File: src/rtl/prco_fetch_if.sv
// prco_fetch_if: instruction-memory read port (level req, single-cycle ack).
// The master is the fetch stage and the slave is the instruction memory.
interface prco_fetch_if #(
  parameter int ADDR_W = 8
);
  logic              q_mem_req;
  logic [ADDR_W-1:0] q_mem_addr;
  logic              i_mem_ack;
  logic [15:0]       i_mem_data;

  modport master (
    output q_mem_req,
    output q_mem_addr,
    input  i_mem_ack,
    input  i_mem_data
  );

  modport slave (
    input  q_mem_req,
    input  q_mem_addr,
    output i_mem_ack,
    output i_mem_data
  );
endinterface

File: src/rtl/prco_fetch.sv
// prco_fetch: PRCO instruction fetch stage (program counter, memory read, decoder handoff).
// Define PRCO_FETCH_TIMEOUT_EN to add a 16-cycle read timeout with a sticky q_err flag.
module prco_fetch #(
  parameter int                ADDR_W   = 8,
  parameter logic [ADDR_W-1:0] RESET_PC = '0
) (
  input  logic              i_clk,
  input  logic              i_rst,
  input  logic              i_en,
  input  logic              i_fetch,
  input  logic              i_jmp,
  input  logic [ADDR_W-1:0] i_jmp_addr,
  prco_fetch_if.master      mem,
  output logic [15:0]       q_instr,
  output logic              q_ce,
  output logic [ADDR_W-1:0] q_pc,
  output logic              q_busy,
  output logic              q_err
);

  // state   | meaning
  // S_START | out of reset; first fetch starts as soon as i_en is high
  // S_WAIT  | read outstanding, q_mem_req held high
  // S_HOLD  | idle until i_fetch, i_jmp or a remembered request
  typedef enum logic [1:0] {S_START, S_WAIT, S_HOLD} state_t;

  state_t            state, state_nxt;
  logic [ADDR_W-1:0] pc, pc_nxt;
  logic [ADDR_W-1:0] addr_r, addr_nxt;
  logic              req_r, req_nxt;
  logic [15:0]       instr_nxt;
  logic [ADDR_W-1:0] qpc_nxt;
  logic              ce_nxt;
  logic              pend, pend_nxt;
  logic              kill, kill_nxt;
  logic [ADDR_W-1:0] tgt, tgt_nxt;
  logic              issue;

`ifdef PRCO_FETCH_TIMEOUT_EN
  logic [3:0] cnt, cnt_nxt;
  logic       err_r, err_nxt;
`endif

  always_comb begin
    state_nxt = state;
    pc_nxt    = pc;
    addr_nxt  = addr_r;
    req_nxt   = req_r;
    instr_nxt = q_instr;
    qpc_nxt   = q_pc;
    ce_nxt    = 1'b0;
    pend_nxt  = pend;
    kill_nxt  = kill;
    tgt_nxt   = tgt;
    issue     = 1'b0;
`ifdef PRCO_FETCH_TIMEOUT_EN
    cnt_nxt   = cnt;
    err_nxt   = err_r;
`endif
    unique case (state)
      S_START: begin
        if (i_jmp) pc_nxt = i_jmp_addr;
        if (i_en) issue = 1'b1;
      end
      S_HOLD: begin
        if (i_jmp) pc_nxt = i_jmp_addr;
        if (i_en && (i_jmp || i_fetch || pend)) issue = 1'b1;
        else if (i_jmp || i_fetch) pend_nxt = 1'b1;
      end
      S_WAIT: begin
        if (mem.i_mem_ack) begin
          req_nxt   = 1'b0;
          state_nxt = S_HOLD;
          if (kill || i_jmp) begin
            // redirected read: discard the word and refetch from the target
            pc_nxt   = i_jmp ? i_jmp_addr : tgt;
            kill_nxt = 1'b0;
            pend_nxt = 1'b1;
          end else begin
            instr_nxt = mem.i_mem_data;
            qpc_nxt   = pc;
            pc_nxt    = pc + 1'b1;
            ce_nxt    = 1'b1;
          end
        end else begin
          if (i_jmp) begin
            kill_nxt = 1'b1;
            tgt_nxt  = i_jmp_addr;
          end
`ifdef PRCO_FETCH_TIMEOUT_EN
          if (cnt == 4'hF) begin
            err_nxt   = 1'b1;
            req_nxt   = 1'b0;
            state_nxt = S_HOLD;
            pend_nxt  = 1'b1;
            if (kill_nxt) begin
              pc_nxt   = tgt_nxt;
              kill_nxt = 1'b0;
            end
          end else begin
            cnt_nxt = cnt + 4'd1;
          end
`endif
        end
      end
      default: state_nxt = S_START;
    endcase
    if (issue) begin
      state_nxt = S_WAIT;
      req_nxt   = 1'b1;
      addr_nxt  = pc_nxt;
      pend_nxt  = 1'b0;
      kill_nxt  = 1'b0;
`ifdef PRCO_FETCH_TIMEOUT_EN
      cnt_nxt   = 4'd0;
`endif
    end
  end

  always_ff @(posedge i_clk) begin
    if (i_rst) begin
      state   <= S_START;
      pc      <= RESET_PC;
      addr_r  <= RESET_PC;
      req_r   <= 1'b0;
      q_instr <= 16'h0000;
      q_pc    <= RESET_PC;
      q_ce    <= 1'b0;
      pend    <= 1'b0;
      kill    <= 1'b0;
      tgt     <= RESET_PC;
`ifdef PRCO_FETCH_TIMEOUT_EN
      cnt     <= 4'd0;
      err_r   <= 1'b0;
`endif
    end else begin
      state   <= state_nxt;
      pc      <= pc_nxt;
      addr_r  <= addr_nxt;
      req_r   <= req_nxt;
      q_instr <= instr_nxt;
      q_pc    <= qpc_nxt;
      q_ce    <= ce_nxt;
      pend    <= pend_nxt;
      kill    <= kill_nxt;
      tgt     <= tgt_nxt;
`ifdef PRCO_FETCH_TIMEOUT_EN
      cnt     <= cnt_nxt;
      err_r   <= err_nxt;
`endif
    end
  end

  assign mem.q_mem_req  = req_r;
  assign mem.q_mem_addr = addr_r;
  assign q_busy         = req_r;

`ifdef PRCO_FETCH_TIMEOUT_EN
  assign q_err = err_r;
`else
  assign q_err = 1'b0;
`endif

endmodule

File: src/flat_wrapper.sv
// flat-port wrapper written by rule: the top's interface ports become plain ports
module prco_fetch_flat 
#(
  parameter int                ADDR_W   = 8,
  parameter logic [ADDR_W-1:0] RESET_PC = '0
)
  (i_clk, i_rst, i_en, i_fetch, i_jmp, i_jmp_addr, q_instr, q_ce, q_pc, q_busy, q_err, mem_q_mem_req, mem_q_mem_addr, mem_i_mem_ack, mem_i_mem_data);
  prco_fetch_if #(.ADDR_W(ADDR_W)) mem_i ();
  input  logic i_clk;
  input  logic i_rst;
  input  logic i_en;
  input  logic i_fetch;
  input  logic i_jmp;
  input  logic [ADDR_W-1:0] i_jmp_addr;
  output logic [15:0] q_instr;
  output logic q_ce;
  output logic [ADDR_W-1:0] q_pc;
  output logic q_busy;
  output logic q_err;
  output wire logic [$bits(mem_i.q_mem_req)-1:0] mem_q_mem_req;
  output wire logic [$bits(mem_i.q_mem_addr)-1:0] mem_q_mem_addr;
  input wire logic [$bits(mem_i.i_mem_ack)-1:0] mem_i_mem_ack;
  input wire logic [$bits(mem_i.i_mem_data)-1:0] mem_i_mem_data;
  assign mem_q_mem_req = mem_i.q_mem_req;
  assign mem_q_mem_addr = mem_i.q_mem_addr;
  assign mem_i.i_mem_ack = mem_i_mem_ack;
  assign mem_i.i_mem_data = mem_i_mem_data;
  prco_fetch #(.ADDR_W(ADDR_W), .RESET_PC(RESET_PC)) u_core (.i_clk(i_clk), .i_rst(i_rst), .i_en(i_en), .i_fetch(i_fetch), .i_jmp(i_jmp), .i_jmp_addr(i_jmp_addr), .mem(mem_i), .q_instr(q_instr), .q_ce(q_ce), .q_pc(q_pc), .q_busy(q_busy), .q_err(q_err));
endmodule
File: config.mk
export PLATFORM = sky130hd
export DESIGN_NAME = prco_fetch_flat
export DESIGN_NICKNAME = d
export VERILOG_FILES = /design/src/rtl/prco_fetch_if.sv /design/src/rtl/prco_fetch.sv /design/src/flat_wrapper.sv
export SDC_FILE = /design/constraint.sdc
export NUM_CORES = 1
export LEC_CHECK = 0
export BUFFER_PORTS_ARGS = -buffer_cell sky130_fd_sc_hd__buf_2
export CAP_MARGIN = 10
export CORE_UTILIZATION = 55
export CTS_BUF_LIST = sky130_fd_sc_hd__clkbuf_8
export DETAILED_ROUTE_END_ITERATION = 8
export GPL_TIMING_DRIVEN = 0
export HOLD_SLACK_MARGIN = 0.1
export PLACE_DENSITY = 0.83
export SETUP_SLACK_MARGIN = 0.1
export SYNTH_ARGS = -nofsm -noshare
export SYNTH_HDL_FRONTEND = slang
export SYNTH_SLANG_ARGS = --single-unit
File: constraint.sdc
create_clock -name i_clk -period 3.7 [get_ports i_clk]
set_clock_uncertainty 0.2 [all_clocks]
set_input_delay 0.74 -clock i_clk [delete_from_list [all_inputs] [get_ports i_clk]]
set_output_delay 0.74 -clock i_clk [all_outputs]
set_load 0.01 [all_outputs]
==> results.toml, run 1 <==
[clocking]
h-tree-depth = 2
cts-root-buf = "clkbuf_8"
post_cts_resized = 0
clkLatencyLatePin_ns = 0.32
tritoncts = "built"
postCtsHoldBufs = 0
cts_made_buffers = 5
path_clk_slew_ns = 0.10
clockBufferDepth = 2
cts_setup_buffers = 0
cts_sinks = 54

[die]
die_width_um = 68.23
io_pins = 66
dieArea_um2 = 4655
coreArea_um2 = 4115
rows = 23
initial_utilization = 0.5862
fp.dieH_um = 68.23

[critical_path]
regToRegSetupSlack_ns = 1.86
required_ns = 3.73
path_delay_family = "simple AND/OR/NAND/NOR gates"
cp_slowest_cell = "nor2_1"
crit_arrival_ns = 1.98
crit_fanout = 9
cp-end-kind = "flop"
cp.depth = 6
r2r_cells = 4
slowest_delay_ns = 0.29
worst-path-buf-inv = 2
crit_chain = "buf_6, nor2_1, and3_1, buf_2, o21ai_0, a311oi_1"
cp-start-kind = "primary input"
worstSetupPathType = "primary input to flop"

[routing]
vias = 2253
drc = 0
ant_nets = 0
via_per_inst = 5.591
post_drt_wl_per_cell_um = 14.42
drt_first_pass_iters = 4
wirelength_um = 5811
drtIter0Drc = 175

[sta]
relSlewSlack = 0.6079
drv_slew = 0
fin_crit_ns = 1.950
max_freq_mhz = 512.9
tightest_slew_ns = 0.5881
rsz0062_at_grt = "no"
period_share = 0.5270
setup_tns_ns = 0
setup_viol = 0
fin_ws_ns = 1.750
hold_viol_final = 0

[power]
pwr-share-seq = 0.521
ir_drop_mv = 0.3105
pwr-share-clk = 0.343
p_switching_mw = 0.3190
p_int_mw = 0.8811
power_frac_comb = 0.135
power.density_nw_per_um2 = 412.9
switching_share = 0.2658
p_leak_nw = 1.221

[grt]
grt_pass1_vias = 1965
overflow = 0
grt_usage = 0.2661
grt_max_degree = 19
antenna_found_initial = 0
grt_pass1_wl_um = 9135

[synth]
ys_async_sr_fraction = 0
synthAdderAreaFrac = 0.005187
synth_flop_cell = "dfxtp_1"
yosysMostFrequentCell = "dfxtp_1"
synth-edff-count = 0
ys_top_cells_by_area = "dfxtp_1 (45%), nand2_1 (8.2%), a21oi_1 (6.8%), mux2i_1 (5.0%), nor2_1 (4.2%)"
ys_top_cells_by_count = "dfxtp_1 (54), nand2_1 (53), a21oi_1 (33)"
synth_top_area_frac = 0.4481
ys_types = 55
synth_top_family_by_area = "simple AND/OR/NAND/NOR gates"
yosysWarnings = 0
synth-compound-area-share = 0.1950
avgSynthCellArea_um2 = 8.554
synth_mux_area_frac = 0.04979
synth_cells = 282
synth_nets = 313
yosys.area.top_type = "dfxtp_1"
synth_seq_cells = 54
yosys.area_share.simple = 0.2142
synth_area_um2 = 2412
seq_area_frac_synth = 0.4481
yosys.area_share.xor_xnor = 0.01089

[place]
io_buffers = 63
gp_congestion = 0.8808
postPlaceCellArea_um2 = 2790
dpl.hpwl_um = 4111
place_ws_ns = 1.406

[layout]
syn2layout_area_growth_pct = 20.49
fill_cells = 344
antennaDiodeCount = 0
fin_nets = 383
drive_above_1_share = 0.2805
fin_area_um2 = 2907
final_core_util = 0.7063

[hold_path]
hold_path.class = "flop to flop"
hold_depth = 2

[outcome]
status = "completed"

[run]
cap_violations = 0
[cell usage in the layout, fill, tap and decap left out, types with 2 or more instances in the layout]
cell type,count
buf_2,71
a311oi_1,2
a221oi_1,3
clkbuf_1,4
dfxtp_1,54
inv_1,9
xnor2_1,3
nand2_1,53
o21ai_0,7
buf_6,4
nand3b_1,3
and4_2,2
clkbuf_8,7
a31oi_1,2
nand3_1,5
buf_4,2
a211oi_1,5
nor2_1,27
nor3_1,4
o32ai_1,2
o21a_1,2
mux2i_1,12
or3_1,2
nor2b_1,2
a21oi_1,33
[logic make-up (layout without fill, tap and decap cells)]
kind of cell	after synthesis	after routing
AND/OR/NAND/NOR	111	111
AO/OA/AOI/OAI	70	70
flip-flops	54	54
buffers and inverters	30	101
multiplexers	12	12
XOR/XNOR	3	3
adder cells (fa/ha/maj)	1	1
other	1	1
[metrics by stage]
step                      hold WS, ns  total power, mW  instances
final                          0.2561            1.200        403
after global routing           0.2781            1.245        403
after CTS                      0.2574            1.201        403
after detailed placement       0.2430           0.7993        395
after global placement         0.2394           0.7956        395
after floorplan                0.2405           0.7393        282
[state kept, by name (all words and copies together), names as in the netlist]
| name | count |
|---|---|
| u_core.q_instr | 16 |
| u_core.mem.q_mem_addr | 8 |
| u_core.pc | 8 |
| u_core.q_pc | 8 |
| u_core.tgt | 8 |
| u_core.state | 2 |
| u_core.kill | 1 |
| u_core.mem.q_mem_req | 1 |
| u_core.pend | 1 |
| u_core.q_ce | 1 |
[final cells by class]
| class | instances | area, um2 | area share |
|---|---|---|---|
| Buffer | 21 | 147.6 | 0.05080 |
| Clock buffer | 5 | 68.82 | 0.02368 |
| Clock inverter | 3 | 47.55 | 0.01636 |
| Inverter | 9 | 33.78 | 0.01162 |
| Multi-Input combinational cell | 198 | 1150 | 0.3956 |
| Sequential cell | 54 | 1081 | 0.3719 |
| Tap cell | 50 | 62.56 | 0.02152 |
| Timing Repair Buffer | 63 | 315.3 | 0.1085 |
[power groups by stage]
stage	Combinational, mW	Clock [mW]	Sequential (mW)
after global placement	0.158	0	0.638
after CTS	0.162	0.414	0.625
after floorplan	0.0989	0	0.640
after global routing	0.180	0.437	0.629
final	0.162	0.412	0.626
after detailed placement	0.161	0	0.639
[path summary, 6_finish.rpt]
check                          from                        to
hold reg to reg   u_core.q_instr[5]         u_core.q_instr[5]
setup reg to reg    u_core.state[0]  u_core.mem.q_mem_addr[7]
setup / recovery              i_jmp  u_core.mem.q_mem_addr[7]
hold / removal    u_core.q_instr[5]         u_core.q_instr[5]
[routing by layer]
metal | up-vias | part of all wire | wire [um] | global-route usage
li1 | 1115 | - | - | -
met1 | 1052 | 0.44 | 2543 | 0.3488
met2 | 80 | 0.49 | 2846 | 0.4265
met3 | 6 | 0.061 | 355 | 0.06667
met4 | 0 | 0.011 | 66 | 0.08333
met5 | - | 0 | 0 | 0
[worst reg2reg max path, delay by kind of cell, from the launching register on]
kind / cells / cell delay (ns)
AOI/OAI and AO/OA: 2 / 0.61
buffers and inverters: 2 / 0.54
DFF: 1 / 0.36
Note: power is estimated with default switching activity, not from simulation.
==> run 2: changes to the inputs <==
- CORE_UTILIZATION: 55 -> 54
- PLACE_DENSITY: 0.83 -> 0.82
- clock period: 3.7 -> 1.9 ns (I/O delays scaled with it)
==> run 2 against run 1 <==
Total power up 89%. Critical endpoint is now u_core.pc[5]. Non-clock buffer count is 17 higher. Die area is 1.8% higher. Global-route usage increased by 0.72 points. Design area is 6.4% higher. Worst setup slack got worse by 1.7 ns. Cell count up 4.2%.
==> results.toml, run 2 (synthesis gave the netlist of run 1 again) <==
[run]
cap_violations = 0

[grt]
met3_usage = 0.05921
antenna_found_initial = 0
overflow = 0
grtUsageMet1 = 0.3475
grt_max_degree = 18
grt_use_met2 = 0.4461
busiest_layer = "met2"
grt_pass1_vias = 1984
grt_pass1_wl_um = 9432
grt_usage = 0.2733

[routing]
drtIter0Drc = 99
via_per_inst = 5.610
vias = 2356
wirelength_um = 6309
ant_nets = 0
drt_first_pass_iters = 5
post_drt_wl_per_cell_um = 15.02
drc = 0

[layout]
antennaDiodeCount = 0
drive_above_1_share = 0.3000
mostFrequentLayoutCells = "buf_2 (68), nand2_1 (53), dfxtp_1 (52), a21oi_1 (33), nor2_1 (26)"
syn2layout_area_growth_pct = 28.16
fin_cells = 420
fin_nets = 400
largest_reg_flops = 16
final_common_cell = "buf_2"
largest_register = "u_core.q_instr"

[hold_path]
hold_depth = 3
hold_path.class = "primary input to flop"
min-delay-start = "mem_i_mem_data[0]"
min_delay_worst_endpoint = "u_core.q_instr[0]"

[die]
rows = 23
die_width_um = 68.84
initial_utilization = 0.5821
io_pins = 66
dieArea_um2 = 4738
coreArea_um2 = 4144
fp.dieH_um = 68.84

[sta]
fin_crit_ns = 1.857
tightest_slew_ns = 0.5484
relSlewSlack = 0.6249
setup_viol = 0
timing.hold.ws_ns = 0.1009
rsz0062_at_grt = "yes"
hold_viol_final = 0
drv_slew = 0
period_share = 0.9774
max_freq_mhz = 538.5

[clocking]
h-tree-depth = 2
tritoncts = "built"
cts-root-buf = "clkbuf_8"
cts_sinks = 54
cts_made_buffers = 5
path_clk_slew_ns = 0.10
clkLatencyLatePin_ns = 0.32
clockBufferDepth = 2

[critical_path]
required_ns = 1.89
r2r_start = "u_core.pc[2]"
cp-start-kind = "flop"
crit_arrival_ns = 1.85
worstSetupPathType = "flop to flop"
r2r_cells = 5
r2r_end = "u_core.pc[5]"
cp-startpoint = "u_core.pc[2]"
crit_fanout = 7
regToRegSetupSlack_ns = 0.04
cp-end-kind = "flop"

[power]
power.density_nw_per_um2 = 735.2
p_leak_nw = 1.294
ir_drop_mv = 0.5770

[outcome]
status = "completed"

[place]
gp_congestion = 0.8850
io_buffers = 63
dp.cells = 395
dpl.hpwl_um = 4090
run 2: worst max path at each step:
stage	endpoint	cells past startpoint
floorplan	u_core.mem.q_mem_addr[1]	6
CTS	u_core.mem.q_mem_addr[1]	6
detailed placement	u_core.q_instr[6]	6
global placement	u_core.q_pc[5]	6
global route	u_core.pc[5]	5
finish	u_core.pc[5]	5
run 2: repair_timing:
action / CTS / global route
pin swaps: 1 / 3
gates cloned: 0 / 0
gates resized for setup: 2 / 12
setup endpoints to repair: 12 / 38
endpoints found under the hold margin: 13 / 0
hold buffers: 13 / 0
setup buffers: 3 / 1
run 2: per-stage QoR:
step                setup TNS (ns)  power, mW  cell area, um2  utilization  setup slack [ns]
floorplan                        0      1.440            2412            -            0.2215
detailed placement          -1.511      1.555            2790       0.6733          -0.07910
global route               -0.1052      2.363            3092       0.7461           -0.1052
CTS                              0      2.257            3045       0.7349            0.1127
finish                           0      2.273            3092       0.7461           0.04286
global placement            -1.399      1.549            2790       0.6733          -0.07254
run 2: critical path, stage by stage (launching register included):
cell and delay [ns]:
dfxtp_1 0.31, buf_4 0.15, and4_2 0.23, a2111oi_0 0.55, or3_4 0.23, a211oi_2 0.05
run 2: cell type report:
cell class	count	area [um2]
Timing Repair Buffer	80	475.5
Tap cell	50	62.56
Sequential cell	54	1084
Inverter	9	33.78
Fill cell	327	1052
Clock inverter	2	16.27
Buffer	21	157.7
Clock buffer	6	82.58
Multi-Input combinational cell	198	1180
run 2: per-layer routing:
| metal | wire, um | vias up |
|---|---|---|
| met1 | 2670 | 1076 |
| li1 | - | 1153 |
| met2 | 3049 | 111 |
| met5 | 0 | - |
| met4 | 137 | 0 |
| met3 | 452 | 16 |
run 2: report_power, final:
group / switching (mW) / internal, mW
logic: 0.192 / 0.168
clock network: 0.392 / 0.301
registers: 0.0416 / 1.18
==> run 3: changes to the inputs <==
- ABC_CLOCK_PERIOD_IN_PS: not set -> 1900
- GPL_TIMING_DRIVEN: 0 -> not set
==> run 3 against run 2 <==
Core utilization is 1.7 points lower. Critical path depth stayed put. Via count is 0.81% higher. First-iteration DRC count is 80% higher. Worst setup slack better by 0.070 ns. Register-to-register slack better by 0.07 ns. Combinational power is 1% lower. Flip-flop and latch count stayed put. Sequential power hardly changed. Critical path type unchanged. Critical endpoint is now u_core.pc[6]. Largest power group unchanged. Highest routed layer unchanged.
==> results.toml, run 3 (synthesis gave the netlist of run 1 again) <==
[layout]
final_common_cell = "buf_2"
syn2layout_area_growth_pct = 25.31
fin_nets = 393
fin_cells = 413
mostFrequentLayoutCells = "buf_2 (64), nand2_1 (53), dfxtp_1 (52), a21oi_1 (33), nor2_1 (27)"
drive_above_1_share = 0.2948
largest_reg_flops = 16
largest_register = "u_core.q_instr"
antennaDiodeCount = 0
fill_cells = 320

[grt]
overflow = 0
antenna_found_initial = 0
grt_max_degree = 31
grt_pass1_wl_um = 9404
grt_usage = 0.2745
grt_pass1_vias = 2072

[routing]
ant_nets = 0
drc = 0
post_drt_wl_per_cell_um = 15.60
via_per_inst = 5.751
vias = 2375
drt_first_pass_iters = 5
wirelength_um = 6444
drtIter0Drc = 178

[clocking]
path_clk_slew_ns = 0.10
cts_made_buffers = 5
clockBufferDepth = 2
cts_sinks = 54
h-tree-depth = 2
tritoncts = "built"
clkLatencyLatePin_ns = 0.32
cts-root-buf = "clkbuf_8"
cts_setup_buffers = 0

[sta]
rsz0062_at_grt = "yes"
tightest_slew_ns = 0.5456
period_share = 0.9404
setup_viol = 0
max_freq_mhz = 559.7
setup_tns_ns = 0
drv_slew = 0
fin_crit_ns = 1.787
hold_viol_final = 0
timing.hold.ws_ns = 0.1076
relSlewSlack = 0.6355

[critical_path]
worst-path-buf-inv = 1
crit_arrival_ns = 1.80
worstSetupPathType = "flop to flop"
crit_chain = "buf_4, mux2i_1, a221oi_2, o31a_1, a311oi_1"
slowest_delay_ns = 0.41
cp_slowest_cell = "dfxtp_2"
required_ns = 1.92
cp-start-kind = "flop"
crit_fanout = 8
path_delay_family = "compound AO/OA/AOI/OAI gates"
cp-end-kind = "flop"

[power]
power.density_nw_per_um2 = 750.8
p_leak_nw = 1.267
ir_drop_mv = 0.4141

[place]
dpl.hpwl_um = 4163
dp.cells = 393
io_buffers = 64
gp_congestion = 0.9104

[die]
fp.dieH_um = 68.84
dieArea_um2 = 4738
io_pins = 66
coreArea_um2 = 4144
rows = 23
initial_utilization = 0.5821
die_width_um = 68.84

[outcome]
status = "completed"

[hold_path]
hold_path.class = "primary input to flop"

[run]
cap_violations = 0
[run 3: cell count changes in the layout (fill, tap and decap cells not counted), sizes merged]
cell / change
dlygate4sd3: -1
clkinv: +2
inv: -1
buf: +3
clkinvlp: -1
clkbuf: -9
[run 3: final cells by class]
cell class,instances,area [um2],share of cell area
Inverter,9,33.78,0.01118
Multi-Input combinational cell,198,1164,0.3849
Timing Repair Buffer,94,579.3,0.1916
Clock inverter,2,17.52,0.005795
Sequential cell,54,1084,0.3584
Clock buffer,6,82.58,0.02732
Tap cell,50,62.56,0.02070
[run 3: path summary, 6_finish.rpt]
kind / start / end / slack [ns] / cells after the start
worst max register to register: u_core.state[0] / u_core.pc[6] / 0.11 / 5
worst min register to register: u_core.q_pc[3] / u_core.q_pc[3] / 0.26 / 2
worst max-delay path: u_core.state[0] / u_core.pc[6] / 0.11 / 5
worst min-delay path: mem_i_mem_data[15] / u_core.q_instr[15] / 0.11 / 3
[run 3: worst reg2reg max path: stages (launching register included)]
cell,delay [ns]
dfxtp_2,0.41
buf_4,0.16
mux2i_1,0.33
a221oi_2,0.14
o31a_1,0.16
a311oi_1,0.29
[run 3: power breakdown]
part	internal [mW]	leakage (nW)	switching (mW)
clock	0.301	0.0514	0.395
combinational	0.163	0.776	0.192
sequential	1.18	0.440	0.0408
total	1.64	1.27	0.627
[run 3: what timing repair did]
| item | CTS | global route |
|---|---|---|
| gates cloned | 0 | 0 |
| resized for setup | 2 | 5 |
| endpoints found under the setup margin | 3 | 17 |
| hold buffers | 12 | 0 |
| hold endpoints to repair | 12 | 0 |
[run 3: per-stage QoR]
step / util / setup slack (ns) / power [mW] / area [um2]
CTS: 0.7252 / 0.1451 / 2.256 / 3005
global placement: 0.6715 / 0.08544 / 1.551 / 2783
detailed placement: 0.6715 / 0.03708 / 1.559 / 2783
global route: 0.7295 / 0.08236 / 2.343 / 3023
floorplan: - / 0.2215 / 1.440 / 2412
finish: 0.7295 / 0.1132 / 2.270 / 3023
[run 3: routing by layer]
layer / wire length (um) / part of all wire / GRT usage
met5: 0 / 0 / 0
met4: 101 / 0.016 / 0.1071
met1: 2687 / 0.42 / 0.3327
met2: 3230 / 0.50 / 0.4681
met3: 425 / 0.066 / 0.06414
